`src/rtl/job_scheduler.sv`:
```
// Job tracker: NUM_JOBS countdown slots driven by START/KILL/SUSPEND/RESUME commands,
// reporting completions and kills as one-cycle done events with a cycle timestamp.
module job_scheduler #(
  parameter int  NUM_JOBS = 5,
  parameter int  CNT_W    = 8,
  parameter int  TIME_W   = 32,
  localparam int ID_W     = $clog2(NUM_JOBS)
) (
  input  logic                  clk,
  input  logic                  rst_n,
  input  logic                  cmd_valid,
  input  logic [1:0]            cmd_op,
  input  logic [ID_W-1:0]       cmd_id,
  input  logic [CNT_W-1:0]      cmd_dur,
  output logic                  cmd_err,
  output logic                  done_valid,
  output logic [ID_W-1:0]       done_id,
  output logic                  done_killed,
  output logic [TIME_W-1:0]     done_time,
  output logic [2*NUM_JOBS-1:0] job_state,
  output logic                  all_idle
);

  localparam logic [1:0] ST_IDLE = 2'd0;
  localparam logic [1:0] ST_RUN  = 2'd1;
  localparam logic [1:0] ST_SUSP = 2'd2;

  localparam logic [1:0] OP_START = 2'd0;
  localparam logic [1:0] OP_KILL  = 2'd1;
  localparam logic [1:0] OP_SUSP  = 2'd2;

  logic [1:0]          st_q  [NUM_JOBS];
  logic [1:0]          st_d  [NUM_JOBS];
  logic [CNT_W-1:0]    cnt_q [NUM_JOBS];
  logic [CNT_W-1:0]    cnt_d [NUM_JOBS];
  logic [NUM_JOBS-1:0] pend_q, pend_d, pkill_q, pkill_d;
  logic [NUM_JOBS-1:0] ev_new, ev_kill, ev_all, kill_all, ev_first;
  logic [TIME_W-1:0]   cyc_q;

  logic                id_ok, sel_pend, legal, cmd_go;
  logic [1:0]          sel_st;
  logic                done_hit, done_sel_kill;
  logic [ID_W-1:0]     done_sel;

  // Legality is judged against the addressed slot's state at the start of the cycle.
  always_comb begin
    // NOTE: every always_comb output gets a default first, so no path can infer a latch.
    id_ok    = 1'b0;
    sel_st   = ST_IDLE;
    sel_pend = 1'b0;
    for (int i = 0; i < NUM_JOBS; i++) begin
      if (cmd_id == ID_W'(i)) begin
        id_ok    = 1'b1;
        sel_st   = st_q[i];
        sel_pend = pend_q[i];
      end
    end
    case (cmd_op)
      OP_START: legal = id_ok && (sel_st == ST_IDLE) && !sel_pend && (cmd_dur != '0);
      OP_KILL:  legal = id_ok && (sel_st != ST_IDLE);
      OP_SUSP:  legal = id_ok && (sel_st == ST_RUN);
      default:  legal = id_ok && (sel_st == ST_SUSP);
    endcase
    cmd_go = cmd_valid && legal;
  end

  // An accepted command for a slot pre-empts that slot's decrement and natural finish.
  always_comb begin
    for (int i = 0; i < NUM_JOBS; i++) begin
      st_d[i]    = st_q[i];
      cnt_d[i]   = cnt_q[i];
      ev_new[i]  = 1'b0;
      ev_kill[i] = 1'b0;
      if (cmd_go && (cmd_id == ID_W'(i))) begin
        case (cmd_op)
          OP_START: begin
            st_d[i]  = ST_RUN;
            cnt_d[i] = cmd_dur;
          end
          OP_KILL: begin
            st_d[i]    = ST_IDLE;
            cnt_d[i]   = '0;
            ev_new[i]  = 1'b1;
            ev_kill[i] = 1'b1;
          end
          OP_SUSP: st_d[i] = ST_SUSP;
          default: st_d[i] = ST_RUN;
        endcase
      end else if (st_q[i] == ST_RUN) begin
        if (cnt_q[i] == CNT_W'(1)) begin
          st_d[i]   = ST_IDLE;
          cnt_d[i]  = '0;
          ev_new[i] = 1'b1;
        end else begin
          cnt_d[i] = cnt_q[i] - CNT_W'(1);
        end
      end
    end
  end

  // Fixed priority: lowest index among held and fresh events goes out this edge.
  always_comb begin
    ev_all   = pend_q | ev_new;
    kill_all = (pkill_q & ~ev_new) | ev_kill;
    ev_first = ev_all & (~ev_all + NUM_JOBS'(1));
    pend_d   = ev_all & ~ev_first;
    pkill_d  = kill_all & pend_d;
    done_hit      = |ev_all;
    done_sel      = '0;
    done_sel_kill = 1'b0;
    for (int i = NUM_JOBS - 1; i >= 0; i--) begin
      if (ev_all[i]) begin
        done_sel      = ID_W'(i);
        done_sel_kill = kill_all[i];
      end
    end
  end

  always_ff @(posedge clk or negedge rst_n) begin
    if (!rst_n) begin
      // NOTE: the slot arrays are reset too; a job alive at reset must never produce an event.
      for (int i = 0; i < NUM_JOBS; i++) begin
        st_q[i]  <= ST_IDLE;
        cnt_q[i] <= '0;
      end
      pend_q      <= '0;
      pkill_q     <= '0;
      cyc_q       <= '0;
      cmd_err     <= 1'b0;
      done_valid  <= 1'b0;
      done_id     <= '0;
      done_killed <= 1'b0;
      done_time   <= '0;
    end else begin
      // NOTE: sequential state uses non-blocking assignment so every register samples pre-edge values.
      for (int i = 0; i < NUM_JOBS; i++) begin
        st_q[i]  <= st_d[i];
        cnt_q[i] <= cnt_d[i];
      end
      pend_q     <= pend_d;
      pkill_q    <= pkill_d;
      cyc_q      <= cyc_q + TIME_W'(1);
      cmd_err    <= cmd_valid && !legal;
      done_valid <= done_hit;
      if (done_hit) begin
        done_id     <= done_sel;
        done_killed <= done_sel_kill;
        done_time   <= cyc_q + TIME_W'(1);
      end
    end
  end

  always_comb begin
    job_state = '0;
    all_idle  = (pend_q == '0);
    for (int i = 0; i < NUM_JOBS; i++) begin
      job_state[2*i +: 2] = st_q[i];
      if (st_q[i] != ST_IDLE) all_idle = 1'b0;
    end
  end

endmodule

```
`config.mk`:
```
export PLATFORM = sky130hd
export DESIGN_NAME = job_scheduler
export DESIGN_NICKNAME = d
export VERILOG_FILES = /design/src/rtl/job_scheduler.sv
export SDC_FILE = /design/constraint.sdc
export NUM_CORES = 1
export LEC_CHECK = 0
export ABC_CLOCK_PERIOD_IN_PS = 3000
export BUFFER_PORTS_ARGS = -buffer_cell sky130_fd_sc_hd__buf_2
export CAP_MARGIN = 20
export CORE_MARGIN = 2
export CORE_UTILIZATION = 45
export CTS_BUF_LIST = sky130_fd_sc_hd__clkbuf_8 sky130_fd_sc_hd__clkbuf_16
export CTS_CLUSTER_DIAMETER = 60
export DETAILED_ROUTE_END_ITERATION = 7
export PLACE_DENSITY = 0.66
export SLEW_MARGIN = 15
export SYNTH_ARGS = -nofsm -noshare
export SYNTH_HDL_FRONTEND = slang
export SYNTH_SLANG_ARGS = --single-unit
```
`constraint.sdc`:
```
create_clock -name clk -period 3 [get_ports clk]
set_input_delay 0.75 -clock clk [delete_from_list [all_inputs] [get_ports clk]]
set_output_delay 0.75 -clock clk [all_outputs]
set_load 0.01 [all_outputs]
```
==> run_summary.xml, run 1 <==
<?xml version="1.0" encoding="UTF-8"?>
<metrics>
  <group name="global_routing">
    <metric name="initial_antenna_violation_count" unit="">0</metric>
    <metric name="grt_usage" unit="%">23.8</metric>
    <metric name="grt-ovfl-total" unit="">0</metric>
    <metric name="number_of_global_route_vias_before_repair" unit="">5957</metric>
    <metric name="grt_pass1_wl" unit="um">30600</metric>
    <metric name="grt_max_degree" unit="">54</metric>
  </group>
  <group name="synth">
    <metric name="syn-cell-area" unit="mm^2">0.00682</metric>
    <metric name="synthTopCellsByCount" unit="">sky130_fd_sc_hd__dfrtp_1 (128), sky130_fd_sc_hd__nand2_1 (67), sky130_fd_sc_hd__o21ai_0 (67)</metric>
    <metric name="synth.top_cell.area_share" unit="%">46.9</metric>
    <metric name="synth-async-reset-ratio" unit="%">100</metric>
    <metric name="most_repeated_cell_in_the_gate_level_netlist_after_synthesis" unit="">sky130_fd_sc_hd__dfrtp_1</metric>
    <metric name="synth_seq_area_share" unit="%">46.9</metric>
    <metric name="yosys_most_used_dff" unit="">sky130_fd_sc_hd__dfrtp_1</metric>
    <metric name="synth_enable_flop_cells" unit="">0</metric>
    <metric name="syn-mean-instance-area" unit="um^2">10.1</metric>
    <metric name="synthDistinctLibCells" unit="">64</metric>
    <metric name="synth_warnings" unit="">0</metric>
    <metric name="synth_largest_area_cell" unit="">sky130_fd_sc_hd__dfrtp_1</metric>
    <metric name="yosys-top-cells-area" unit="">sky130_fd_sc_hd__dfrtp_1 (47%), sky130_fd_sc_hd__mux2_4 (6.2%), sky130_fd_sc_hd__o21ai_0 (4.9%)</metric>
    <metric name="synthCells" unit="">673</metric>
    <metric name="synth.ff_latch_count" unit="">128</metric>
    <metric name="synth_nets" unit="">704</metric>
  </group>
  <group name="status">
    <metric name="outcome" unit="">finished, violations left</metric>
    <metric name="violations_in_the_final_reports" unit="">setup timing</metric>
  </group>
  <group name="timing">
    <metric name="total_of_endpoints_with_negative_setup_slack_in_the_final_report" unit="">33</metric>
    <metric name="unrepaired_setup_endpoints_after_global_routing" unit="">yes</metric>
    <metric name="worstMarginPinSlew" unit="ps">392</metric>
    <metric name="timing_max_transition_violations_final" unit="">0</metric>
    <metric name="max_freq" unit="MHz">317</metric>
    <metric name="slew_headroom" unit="%">73.9</metric>
    <metric name="fin_crit" unit="ps">3160</metric>
    <metric name="number_of_hold_slack_violations_in_the_final_timing_report" unit="">0</metric>
    <metric name="totalNegativeSetupSlack" unit="ps">-3210</metric>
    <metric name="final.hold.worst_slack" unit="ps">251</metric>
    <metric name="setup_ws" unit="ps">-159</metric>
    <metric name="finalCritPeriodShare" unit="%">105</metric>
    <metric name="worst_clock_skew" unit="ps">14.3</metric>
  </group>
  <group name="die">
    <metric name="dieArea" unit="mm^2">0.0162</metric>
    <metric name="die-height" unit="um">127</metric>
    <metric name="start_util" unit="%">45.4</metric>
    <metric name="die_width" unit="um">127</metric>
    <metric name="ios" unit="">65</metric>
    <metric name="placement_rows" unit="">45</metric>
    <metric name="core_region_area" unit="mm^2">0.0150</metric>
  </group>
  <group name="power_and_ir_drop">
    <metric name="power.total" unit="mW">6.89</metric>
    <metric name="p_per_area" unit="mW/mm^2">761</metric>
    <metric name="vdd.ir_drop.worst" unit="mV">0.517</metric>
    <metric name="leakage_power" unit="nW">4.32</metric>
  </group>
  <group name="route">
    <metric name="final_antenna_net_count" unit="">0</metric>
    <metric name="routed_via_density" unit="">5.59</metric>
    <metric name="drt-pass1-iter-count" unit="">5</metric>
    <metric name="detail_route.wirelength" unit="um">18400</metric>
    <metric name="first_iter_violations" unit="">365</metric>
    <metric name="detail_route.drc_violations" unit="">0</metric>
    <metric name="route.detailed.wl_per_inst" unit="um">17.6</metric>
    <metric name="vias" unit="">5833</metric>
  </group>
  <group name="setup_path">
    <metric name="crit_path_top_delay_cell" unit="">sky130_fd_sc_hd__nor4_4</metric>
    <metric name="crit_chain" unit="">buf_12, mux2_4, and3_4, nor4_4, a311oi_4, buf_4, nor4b_4, o211ai_2, a2111oi_4, nand3_4, buf_6, buf_16, mux2_4</metric>
    <metric name="cp-start-kind" unit="">input pin</metric>
    <metric name="worst-endpoint-required" unit="ps">3300</metric>
    <metric name="crit_arrival" unit="ps">3460</metric>
    <metric name="path_common_cell" unit="">sky130_fd_sc_hd__mux2_4</metric>
    <metric name="endpoint_kind" unit="">register</metric>
    <metric name="criticalPathCategory" unit="">in2reg</metric>
    <metric name="crit_fanout" unit="">5</metric>
    <metric name="timing.critical_path.slowest_cell_delay" unit="ps">330</metric>
  </group>
  <group name="final_layout">
    <metric name="nets" unit="">874</metric>
    <metric name="flow.area_growth_from_synthesis" unit="%">32.6</metric>
    <metric name="finalCoreUtilization" unit="%">60.2</metric>
    <metric name="insertedDiodeCount" unit="">0</metric>
    <metric name="postLayoutCellArea" unit="mm^2">0.00904</metric>
    <metric name="layout.cells.non_filler" unit="">1044</metric>
    <metric name="fraction_of_layout_instances_using_a_drive_strength_above_1" unit="%">32.2</metric>
  </group>
  <group name="clocking">
    <metric name="ctsHtreeMaxLevel" unit="">4</metric>
    <metric name="tritoncts.num_buffers" unit="">17</metric>
    <metric name="worst_skew_pair.late_latency" unit="ps">420</metric>
    <metric name="cts_tree" unit="">yes</metric>
    <metric name="clock_tree.buffer_depth" unit="">2</metric>
    <metric name="cts_num_sinks" unit="">128</metric>
    <metric name="cts_root_buffer" unit="">sky130_fd_sc_hd__clkbuf_16</metric>
    <metric name="path_clk_slew" unit="ps">60</metric>
  </group>
  <group name="place">
    <metric name="postPlaceCellArea" unit="mm^2">0.00809</metric>
    <metric name="numPortBuffers" unit="">64</metric>
    <metric name="post_detailed_placement_half_perimeter_wirelength" unit="um">12800</metric>
    <metric name="gp_congestion" unit="">0.915</metric>
    <metric name="pre_cts_setup_slack" unit="ps">-820</metric>
    <metric name="placed_cells_incl_taps" unit="">998</metric>
  </group>
  <group name="job">
    <metric name="max_cap_viol" unit="">0</metric>
  </group>
  <group name="worst_hold_path">
    <metric name="timing.hold.worst.class" unit="">in2async</metric>
  </group>
</metrics>
## sequential cells by signal, summed over array words and instances, names as in the netlist
name and count:
job_state 10, cyc_q 32, done_id 3, cnt_q 40, done_killed 1, pkill_q 4, done_time 32, done_valid 1
pend_q 4, cmd_err 1
## routing by layer
metal | track usage [%] | up-vias | wire (um)
met5 | 0 | - | 0
met4 | 7.50 | 0 | 359
met3 | 4.52 | 27 | 692
met2 | 39.7 | 158 | 8850
met1 | 31.6 | 2855 | 8480
li1 | - | 2793 | -
## power by group
group          switching [mW]  internal [mW]  total [mW]
clock                   0.834           1.23        2.07
sequential              0.318           2.07        2.39
combinational            1.30           1.13        2.43
## placed cells by master (no fill, tap or decap), drive strengths merged, types with 6 or more instances in the layout
cell,Yosys,final
clkbuf,14,17
o21ai,68,68
nand2b,13,13
mux2,37,37
a21oi,26,26
nor2,52,52
buf,9,172
xor2,7,7
nand3,15,15
and3,20,20
a22o,15,15
mux2i,7,7
or3,11,11
ha,15,15
dfrtp,128,128
and2,9,9
o211ai,6,6
nor2b,9,9
inv,21,27
nor4,10,10
nand2,67,67
a41oi,10,10
nor3,23,23
xnor2,23,23
nand4,13,13
## worst paths after layout
check / start / end / slack, ps / depth (start not counted)
min in group clk: cyc_q[31]$_DFF_PN0_ / cyc_q[31]$_DFF_PN0_ / 470 / 1
setup reg to reg: job_state[4]$_DFFE_PN0P_ / done_time[29]$_DFFE_PN0P_ / -80 / 12
max in group asynchronous: rst_n / cyc_q[27]$_DFF_PN0_ / 2090 / 2
hold reg to reg: cyc_q[31]$_DFF_PN0_ / cyc_q[31]$_DFF_PN0_ / 470 / 1
hold / removal: rst_n / done_time[7]$_DFFE_PN0P_ / 250 / 1
setup / recovery: cmd_id[0] / done_time[29]$_DFFE_PN0P_ / -160 / 13
## cell type report
cell class / instances / area [um^2]
Clock buffer: 17 / 425
Clock inverter: 15 / 158
Fill cell: 1231 / 5990
Inverter: 21 / 78.8
Multi-Input combinational cell: 501 / 3640
Sequential cell: 128 / 3200
Tap cell: 188 / 235
Timing Repair Buffer: 174 / 1300
## worst max-delay path, delay by kind of cell
family | cells | cell delay (ps)
AOI/OAI and AO/OA | 3 | 560
buffers and inverters | 4 | 610
and+or+nand+nor | 4 | 950
muxes | 2 | 580
## logic make-up (layout without fill, tap and decap cells)
logic type	after synthesis	count (layout)	synth area share [%]
flip-flops	128	128	46.9
adder cells (fa/ha/maj)	15	15	2.75
XOR/XNOR	30	30	3.85
multiplexers	44	44	8.67
AO/OA/AOI/OAI	157	157	15.3
buffers and inverters	44	227	2.97
AND/OR/NAND/NOR	255	255	19.5
## timing repair
item                       in CTS  in global routing
setup endpoints to repair      43                 54
gates resized for setup        33                 12
gates cloned                    5                  0
buffers inserted               11                  4
pin swaps                      13                 12
hold buffers                    0                  0
Power figures use the tool's default switching activity.
==> inputs of run 2 (changes only) <==
- PLACE_DENSITY: 0.66 -> 0.65
- SLEW_MARGIN: 15 -> not set
==> run 2 against run 1 <==
Net effect: the flow still finishes with violations (setup timing); sequential share of layout area is 0.36 points higher; power fell by 0.82%; clock power barely moved; combinational power hardly changed.
==> run_summary.xml, run 2 (synthesized netlist as in run 1, its figures left out) <==
<?xml version="1.0" encoding="UTF-8"?>
<metrics>
  <group name="die">
    <metric name="die-height" unit="um">127</metric>
    <metric name="placement_rows" unit="">45</metric>
    <metric name="core_region_area" unit="mm^2">0.0150</metric>
    <metric name="ios" unit="">65</metric>
    <metric name="dieArea" unit="mm^2">0.0162</metric>
    <metric name="die_width" unit="um">127</metric>
    <metric name="start_util" unit="%">45.4</metric>
  </group>
  <group name="final_layout">
    <metric name="most-common-layout-cells" unit="">sky130_fd_sc_hd__dfrtp_1 (128), sky130_fd_sc_hd__buf_4 (104), sky130_fd_sc_hd__nand2_1 (67), sky130_fd_sc_hd__buf_2 (62), sky130_fd_sc_hd__o21ai_0 (57)</metric>
    <metric name="registers.top_by_ff_count" unit="">cnt_q</metric>
    <metric name="max_reg_flops" unit="">40</metric>
    <metric name="nets" unit="">876</metric>
    <metric name="reg.largest.list" unit="">cnt_q x40, cyc_q x32, done_time x32</metric>
    <metric name="insertedDiodeCount" unit="">0</metric>
    <metric name="fraction_of_layout_instances_using_a_drive_strength_above_1" unit="%">32.4</metric>
    <metric name="flow.area_growth_from_synthesis" unit="%">31.2</metric>
    <metric name="layout_commonest_cell" unit="">sky130_fd_sc_hd__dfrtp_1</metric>
    <metric name="n_fill_cell" unit="">1248</metric>
  </group>
  <group name="setup_path">
    <metric name="endpoint_kind" unit="">register</metric>
    <metric name="regToRegEndpoint" unit="">done_time[10]$_DFFE_PN0P_</metric>
    <metric name="timing.critical_path.max_delay_family" unit="">simple AND/OR/NAND/NOR gates</metric>
    <metric name="crit_chain" unit="">buf_2, inv_1, buf_4, ha_1, nor4_4, a311oi_4, buf_4, nor4b_4, o211ai_2, a2111oi_4, nand3_4, buf_12, mux2_4</metric>
    <metric name="criticalPathCategory" unit="">in2reg</metric>
    <metric name="worst-endpoint-required" unit="ps">3300</metric>
    <metric name="path_common_cell" unit="">sky130_fd_sc_hd__buf_4</metric>
    <metric name="crit-reg2reg-launch" unit="">job_state[4]$_DFFE_PN0P_</metric>
    <metric name="cp-start-kind" unit="">input pin</metric>
    <metric name="crit_fanout" unit="">18</metric>
    <metric name="crit_path_top_delay_cell" unit="">sky130_fd_sc_hd__nor4_4</metric>
    <metric name="critPathBufInv" unit="">5</metric>
    <metric name="regToRegSetupSlack" unit="ps">20</metric>
    <metric name="timing.reg2reg.worst_path_depth" unit="">11</metric>
    <metric name="timing.critical_path.slowest_cell_delay" unit="ps">340</metric>
    <metric name="crit_arrival" unit="ps">3360</metric>
  </group>
  <group name="timing">
    <metric name="total_of_endpoints_with_negative_setup_slack_in_the_final_report" unit="">32</metric>
    <metric name="setup_ws" unit="ps">-61.2</metric>
    <metric name="worst_clock_skew" unit="ps">8.12</metric>
    <metric name="worstMarginPinSlew" unit="ps">551</metric>
    <metric name="slew_headroom" unit="%">62.9</metric>
    <metric name="finalCritPeriodShare" unit="%">102</metric>
    <metric name="max_freq" unit="MHz">327</metric>
    <metric name="totalNegativeSetupSlack" unit="ps">-1240</metric>
    <metric name="final.hold.worst_slack" unit="ps">252</metric>
    <metric name="number_of_hold_slack_violations_in_the_final_timing_report" unit="">0</metric>
    <metric name="fin_crit" unit="ps">3060</metric>
    <metric name="unrepaired_setup_endpoints_after_global_routing" unit="">yes</metric>
    <metric name="timing_max_transition_violations_final" unit="">0</metric>
  </group>
  <group name="global_routing">
    <metric name="grt_usage" unit="%">23.8</metric>
    <metric name="grt-ovfl-total" unit="">0</metric>
    <metric name="initial_antenna_violation_count" unit="">0</metric>
    <metric name="grt_pass1_wl" unit="um">30400</metric>
    <metric name="number_of_global_route_vias_before_repair" unit="">6115</metric>
    <metric name="grt_max_degree" unit="">66</metric>
  </group>
  <group name="place">
    <metric name="numPortBuffers" unit="">64</metric>
    <metric name="post_detailed_placement_half_perimeter_wirelength" unit="um">13400</metric>
    <metric name="gp_congestion" unit="">0.888</metric>
  </group>
  <group name="route">
    <metric name="vias" unit="">5978</metric>
    <metric name="final_antenna_net_count" unit="">0</metric>
    <metric name="routed_via_density" unit="">5.72</metric>
    <metric name="detail_route.drc_violations" unit="">0</metric>
    <metric name="detail_route.wirelength" unit="um">18600</metric>
    <metric name="first_iter_violations" unit="">395</metric>
    <metric name="route.detailed.wl_per_inst" unit="um">17.8</metric>
    <metric name="drt-pass1-iter-count" unit="">6</metric>
  </group>
  <group name="power_and_ir_drop">
    <metric name="power.total" unit="mW">6.83</metric>
    <metric name="leakage_power" unit="nW">4.29</metric>
    <metric name="vdd.ir_drop.worst" unit="mV">0.450</metric>
    <metric name="p_per_area" unit="mW/mm^2">763</metric>
  </group>
  <group name="clocking">
    <metric name="cts_num_sinks" unit="">128</metric>
    <metric name="cts_hold_buffers" unit="">0</metric>
    <metric name="cts_tree" unit="">yes</metric>
    <metric name="path_clk_slew" unit="ps">60</metric>
    <metric name="clock_tree.buffer_depth" unit="">2</metric>
    <metric name="cts_root_buffer" unit="">sky130_fd_sc_hd__clkbuf_16</metric>
    <metric name="worst_skew_pair.late_latency" unit="ps">420</metric>
    <metric name="ctsHtreeMaxLevel" unit="">4</metric>
    <metric name="tritoncts.num_buffers" unit="">17</metric>
  </group>
  <group name="job">
    <metric name="max_cap_viol" unit="">0</metric>
  </group>
  <group name="status">
    <metric name="violations_in_the_final_reports" unit="">setup timing</metric>
    <metric name="outcome" unit="">finished, violations left</metric>
  </group>
  <group name="worst_hold_path">
    <metric name="timing.hold.worst.class" unit="">in2async</metric>
  </group>
</metrics>
run 2: cell types whose count changed in the layout (fill, tap and decap cells not counted), moves of 3 or more:
cell	previous run	this run
sky130_fd_sc_hd__o21ai_1	1	10
sky130_fd_sc_hd__o21ai_0	66	57
sky130_fd_sc_hd__buf_4	99	104
sky130_fd_sc_hd__inv_6	5	1
sky130_fd_sc_hd__buf_12	3	6
sky130_fd_sc_hd__nor4_4	4	1
run 2: worst register-to-register path, cell delays in order, from the launching register on:
cell and delay (ps):
sky130_fd_sc_hd__dfrtp_1 380, sky130_fd_sc_hd__mux2_4 270, sky130_fd_sc_hd__and3_4 200, sky130_fd_sc_hd__nor3_4 160, sky130_fd_sc_hd__a32oi_4 180, sky130_fd_sc_hd__nor3_4 420
sky130_fd_sc_hd__a311oi_2 190, sky130_fd_sc_hd__nor4_2 230, sky130_fd_sc_hd__buf_4 170, sky130_fd_sc_hd__nand3_4 140, sky130_fd_sc_hd__buf_12 220, sky130_fd_sc_hd__mux2_4 300
run 2: layout make-up:
| class | count | area (um^2) | share of cell area, % |
|---|---|---|---|
| tap | 188 | 235 | 2.63 |
| clock inverter | 12 | 135 | 1.51 |
| sequential | 128 | 3200 | 35.8 |
| multi-input combinational | 501 | 3590 | 40.1 |
| clock buffer | 19 | 453 | 5.06 |
| timing repair buffer | 176 | 1260 | 14.0 |
| inverter | 21 | 78.8 | 0.880 |
run 2: how the worst max path moves through the flow:
stage	slack, ps	from	endpoint	cells after the start
finish	-60	cmd_op[0]	done_time[10]$_DFFE_PN0P_	13
global route	-180	cmd_id[0]	done_time[6]$_DFFE_PN0P_	11
CTS	-60	cmd_id[0]	done_time[8]$_DFFE_PN0P_	12
detailed placement	-650	cmd_id[0]	done_time[8]$_DFFE_PN0P_	12
global placement	-560	cmd_id[0]	done_time[4]$_DFFE_PN0P_	12
floorplan	-310	cmd_id[0]	done_time[14]$_DFFE_PN0P_	12
run 2: timing repair:
| item | 4_1_cts | 5_1_grt |
|---|---|---|
| cloned | 0 | 0 |
| gates resized for setup | 13 | 29 |
| buffers inserted | 2 | 3 |
| endpoints found under the setup margin | 52 | 55 |
| pin swaps | 3 | 3 |
run 2: through the flow:
stage,std cells,area (um^2),utilization (%),setup WS [ps]
after floorplan,673,6930,-,-307
after global placement,1009,8200,54.5,-561
after detailed placement,1009,8200,54.5,-645
after CTS,1042,8860,58.9,-56.2
after global routing,1045,8950,59.6,-180
final,1045,8950,59.6,-61.2
run 2: report_power, final:
part	switching (mW)	internal (mW)	total (mW)
Clock	0.802	1.26	2.07
Sequential	0.293	2.07	2.36
Combinational	1.32	1.08	2.40
run 2: routing by layer:
metal / routed length, um / part of all wire (%) / global-route usage (%)
met1: 8070 / 43 / 30.0
met4: 417 / 2.2 / 8.53
met5: 0 / 0 / 0
met3: 1070 / 5.8 / 5.70
met2: 9020 / 49 / 40.1
==> inputs of run 3 (changes only) <==
- ABC_AREA: not set -> 1
==> run 3 against run 2 <==
Net effect: the flow now finishes without violations; wire length fell by 11%; sequential power is essentially flat; sequential share of layout area rose by 3.3 points; flip-flop and latch count stayed put; non-clock buffer count decreased by 64; clock power barely moved; global-route usage decreased by 2.0 points; register-to-register slack gained 280 ps; synthesized cell count increased by 20%; clock skew increased by 5.0 ps; critical path depth increased by 4; critical path type is now reg2reg.
==> run_summary.xml, run 3 <==
<?xml version="1.0" encoding="UTF-8"?>
<metrics>
  <group name="status">
    <metric name="outcome" unit="">finished clean</metric>
  </group>
  <group name="timing">
    <metric name="fin_crit" unit="ps">2700</metric>
    <metric name="total_of_endpoints_with_negative_setup_slack_in_the_final_report" unit="">0</metric>
    <metric name="worst_clock_skew" unit="ps">13.1</metric>
    <metric name="timing_max_transition_violations_final" unit="">0</metric>
    <metric name="max_freq" unit="MHz">370</metric>
    <metric name="worstMarginPinSlew" unit="ps">674</metric>
    <metric name="final.hold.worst_slack" unit="ps">334</metric>
    <metric name="finalCritPeriodShare" unit="%">90.1</metric>
    <metric name="slew_headroom" unit="%">55.0</metric>
    <metric name="number_of_hold_slack_violations_in_the_final_timing_report" unit="">0</metric>
  </group>
  <group name="clocking">
    <metric name="tritoncts.num_buffers" unit="">17</metric>
    <metric name="cts_tree" unit="">yes</metric>
    <metric name="clock_tree.buffer_depth" unit="">2</metric>
    <metric name="path_clk_slew" unit="ps">60</metric>
    <metric name="ctsHtreeMaxLevel" unit="">4</metric>
    <metric name="cts_root_buffer" unit="">sky130_fd_sc_hd__clkbuf_16</metric>
    <metric name="worst_skew_pair.late_latency" unit="ps">420</metric>
    <metric name="cts_num_sinks" unit="">128</metric>
  </group>
  <group name="setup_path">
    <metric name="criticalPathCategory" unit="">reg2reg</metric>
    <metric name="timing.critical_path.max_delay_family" unit="">simple AND/OR/NAND/NOR gates</metric>
    <metric name="endpoint_kind" unit="">register</metric>
    <metric name="crit_chain" unit="">ha_1, nand3_1, nor2_1, nand4_1, nor2_2, nand3_1, nor3_2, nand3_1, nor2_1, nand2_1, nor2_2, nand2_1, nor2_2, nand2_1, xnor2_2, nand2_1, nand2_1</metric>
    <metric name="path_common_cell" unit="">sky130_fd_sc_hd__nand2_1</metric>
    <metric name="critPathLaunch" unit="">cyc_q[0]$_DFF_PN0_</metric>
    <metric name="critPathBufInv" unit="">0</metric>
    <metric name="crit_fanout" unit="">3</metric>
    <metric name="worst-endpoint-required" unit="ps">3310</metric>
    <metric name="crit-reg2reg-launch" unit="">cyc_q[0]$_DFF_PN0_</metric>
    <metric name="cp-start-kind" unit="">register</metric>
    <metric name="crit_path_top_delay_cell" unit="">sky130_fd_sc_hd__dfrtp_1</metric>
    <metric name="crit_arrival" unit="ps">3020</metric>
    <metric name="timing.critical_path.slowest_cell_delay" unit="ps">370</metric>
  </group>
  <group name="die">
    <metric name="placement_rows" unit="">44</metric>
    <metric name="die-height" unit="um">127</metric>
    <metric name="start_util" unit="%">46.3</metric>
    <metric name="core_region_area" unit="mm^2">0.0146</metric>
    <metric name="dieArea" unit="mm^2">0.0160</metric>
    <metric name="die_width" unit="um">127</metric>
    <metric name="ios" unit="">65</metric>
  </group>
  <group name="route">
    <metric name="vias" unit="">5744</metric>
    <metric name="final_antenna_net_count" unit="">0</metric>
    <metric name="routed_via_density" unit="">5.15</metric>
    <metric name="detail_route.wirelength" unit="um">16500</metric>
    <metric name="first_iter_violations" unit="">438</metric>
    <metric name="route.detailed.wl_per_inst" unit="um">14.8</metric>
    <metric name="drt-pass1-iter-count" unit="">5</metric>
    <metric name="detail_route.drc_violations" unit="">0</metric>
  </group>
  <group name="final_layout">
    <metric name="nets" unit="">950</metric>
    <metric name="registers.top_by_ff_count" unit="">cnt_q</metric>
    <metric name="flow.area_growth_from_synthesis" unit="%">21.5</metric>
    <metric name="finalCoreUtilization" unit="%">56.2</metric>
    <metric name="layout.cells.non_filler" unit="">1116</metric>
    <metric name="postLayoutCellArea" unit="mm^2">0.00821</metric>
    <metric name="max_reg_flops" unit="">40</metric>
    <metric name="insertedDiodeCount" unit="">0</metric>
    <metric name="reg.largest.list" unit="">cnt_q x40, cyc_q x32, done_time x32</metric>
    <metric name="layout_commonest_cell" unit="">sky130_fd_sc_hd__nand2_1</metric>
    <metric name="most-common-layout-cells" unit="">sky130_fd_sc_hd__nand2_1 (225), sky130_fd_sc_hd__dfrtp_1 (128), sky130_fd_sc_hd__inv_1 (92), sky130_fd_sc_hd__o21ai_0 (71), sky130_fd_sc_hd__buf_2 (63)</metric>
    <metric name="fraction_of_layout_instances_using_a_drive_strength_above_1" unit="%">19.4</metric>
  </group>
  <group name="global_routing">
    <metric name="grt_usage" unit="%">21.7</metric>
    <metric name="grt_busiest_layer" unit="">met2</metric>
    <metric name="grt_pass1_wl" unit="um">27800</metric>
    <metric name="met2_usage" unit="%">33.8</metric>
    <metric name="grt-ovfl-total" unit="">0</metric>
    <metric name="groute.layer.met3.usage" unit="%">4.09</metric>
    <metric name="initial_antenna_violation_count" unit="">0</metric>
    <metric name="number_of_global_route_vias_before_repair" unit="">5470</metric>
    <metric name="grt_max_degree" unit="">70</metric>
    <metric name="use_met1" unit="%">31.5</metric>
  </group>
  <group name="synth">
    <metric name="synth_largest_area_cell" unit="">sky130_fd_sc_hd__dfrtp_1</metric>
    <metric name="synthTopCellsByCount" unit="">sky130_fd_sc_hd__nand2_1 (225), sky130_fd_sc_hd__dfrtp_1 (128), sky130_fd_sc_hd__inv_1 (90)</metric>
    <metric name="synth.mux.area_fraction" unit="%">0.167</metric>
    <metric name="synth_enable_flop_cells" unit="">0</metric>
    <metric name="yosys.area_share.adder" unit="%">2.78</metric>
    <metric name="synth_nets" unit="">838</metric>
    <metric name="synthDistinctLibCells" unit="">42</metric>
    <metric name="synth-simple-area-share" unit="%">25.0</metric>
    <metric name="synth.top_cell.area_share" unit="%">47.4</metric>
    <metric name="synth_warnings" unit="">0</metric>
    <metric name="synthCells" unit="">807</metric>
    <metric name="post_synth_xor_xnor_area" unit="%">6.74</metric>
    <metric name="synth_top_family_by_area" unit="">simple AND/OR/NAND/NOR gates</metric>
    <metric name="syn-cell-area" unit="mm^2">0.00675</metric>
    <metric name="syn-mean-instance-area" unit="um^2">8.37</metric>
    <metric name="yosys_most_used_dff" unit="">sky130_fd_sc_hd__dfrtp_1</metric>
    <metric name="synth-async-reset-ratio" unit="%">100</metric>
    <metric name="most_repeated_cell_in_the_gate_level_netlist_after_synthesis" unit="">sky130_fd_sc_hd__nand2_1</metric>
    <metric name="yosys-top-cells-area" unit="">sky130_fd_sc_hd__dfrtp_1 (47%), sky130_fd_sc_hd__nand2_1 (13%), sky130_fd_sc_hd__o21ai_0 (5.3%)</metric>
    <metric name="synth.ff_latch_count" unit="">128</metric>
    <metric name="post_synthesis_compound_gate_area_fraction" unit="%">10.6</metric>
    <metric name="synth_seq_area_share" unit="%">47.4</metric>
  </group>
  <group name="worst_hold_path">
    <metric name="timing.hold.worst.class" unit="">in2async</metric>
  </group>
  <group name="place">
    <metric name="gp_congestion" unit="">0.881</metric>
    <metric name="numPortBuffers" unit="">64</metric>
    <metric name="post_detailed_placement_half_perimeter_wirelength" unit="um">11700</metric>
    <metric name="placed_cells_incl_taps" unit="">1082</metric>
    <metric name="postPlaceCellArea" unit="mm^2">0.00757</metric>
  </group>
  <group name="power_and_ir_drop">
    <metric name="p_per_area" unit="mW/mm^2">820</metric>
    <metric name="vdd.ir_drop.worst" unit="mV">0.511</metric>
    <metric name="power.total" unit="mW">6.73</metric>
    <metric name="leakage_power" unit="nW">4.25</metric>
  </group>
  <group name="job">
    <metric name="max_cap_viol" unit="">0</metric>
  </group>
</metrics>
run 3: changes by cell type in the layout (fill, tap and decap cells not counted), moves of 23 or more:
cell | before | now
sky130_fd_sc_hd__nand2_1 | 67 | 225
sky130_fd_sc_hd__inv_1 | 21 | 92
sky130_fd_sc_hd__buf_4 | 104 | 45
sky130_fd_sc_hd__xor2_1 | 7 | 39
sky130_fd_sc_hd__mux2_4 | 31 | 0
sky130_fd_sc_hd__nand3_1 | 13 | 36
run 3: cell families after synthesis:
family                     Yosys count
AOI/OAI and AO/OA                  128
xor gates and xnor gates            52
adders and majority gates           15
buffers and inverters              116
DFF                                128
muxes                                1
and+or+nand+nor                    367
run 3: power by group:
group,total [mW],switching (mW),internal (mW)
logic,2.29,1.35,0.935
registers,2.36,0.277,2.08
clock network,2.08,0.792,1.29
run 3: final cells by class:
type                       instances  area, um^2
clock buffer                      20         467
fill                            1306        6380
inverter                          97         367
multi-input combinational        563        3080
tap                              184         230
clock inverter                    12         133
timing repair buffer             112         724
sequential                       128        3200
run 3: per-stage QoR:
stage          setup slack, ps  setup TNS (ps)
2_1_floorplan              163               0
6_report                   298               0
3_3_place_gp             -50.3            -786
4_1_cts                    168               0
5_1_grt                  -4.09           -7.73
3_5_place_dp              -124           -2970
run 3: final timing paths:
kind                                              to  slack (ps)  depth (start not counted)
min in group clk                 cyc_q[31]$_DFF_PN0_         460                          1
max reg2reg                done_time[28]$_DFFE_PN0P_         300                         17
min                         job_state[2]$_DFFE_PN0P_         330                          1
min reg2reg                      cyc_q[31]$_DFF_PN0_         460                          1
max                        done_time[28]$_DFFE_PN0P_         300                         17
max in group asynchronous        cyc_q[24]$_DFF_PN0_        1990                          2
run 3: timing repair:
item | 4_1_cts | 5_1_grt
resized for setup | 0 | 7
setup endpoints to repair | 0 | 5
hold buffers | 0 | 0
setup buffers | 0 | 2
run 3: per-layer routing:
metal,vias to the layer above,wire length [um]
met3,13,742
met5,-,0
met4,0,182
met2,129,7490
met1,2739,8050
li1,2863,-
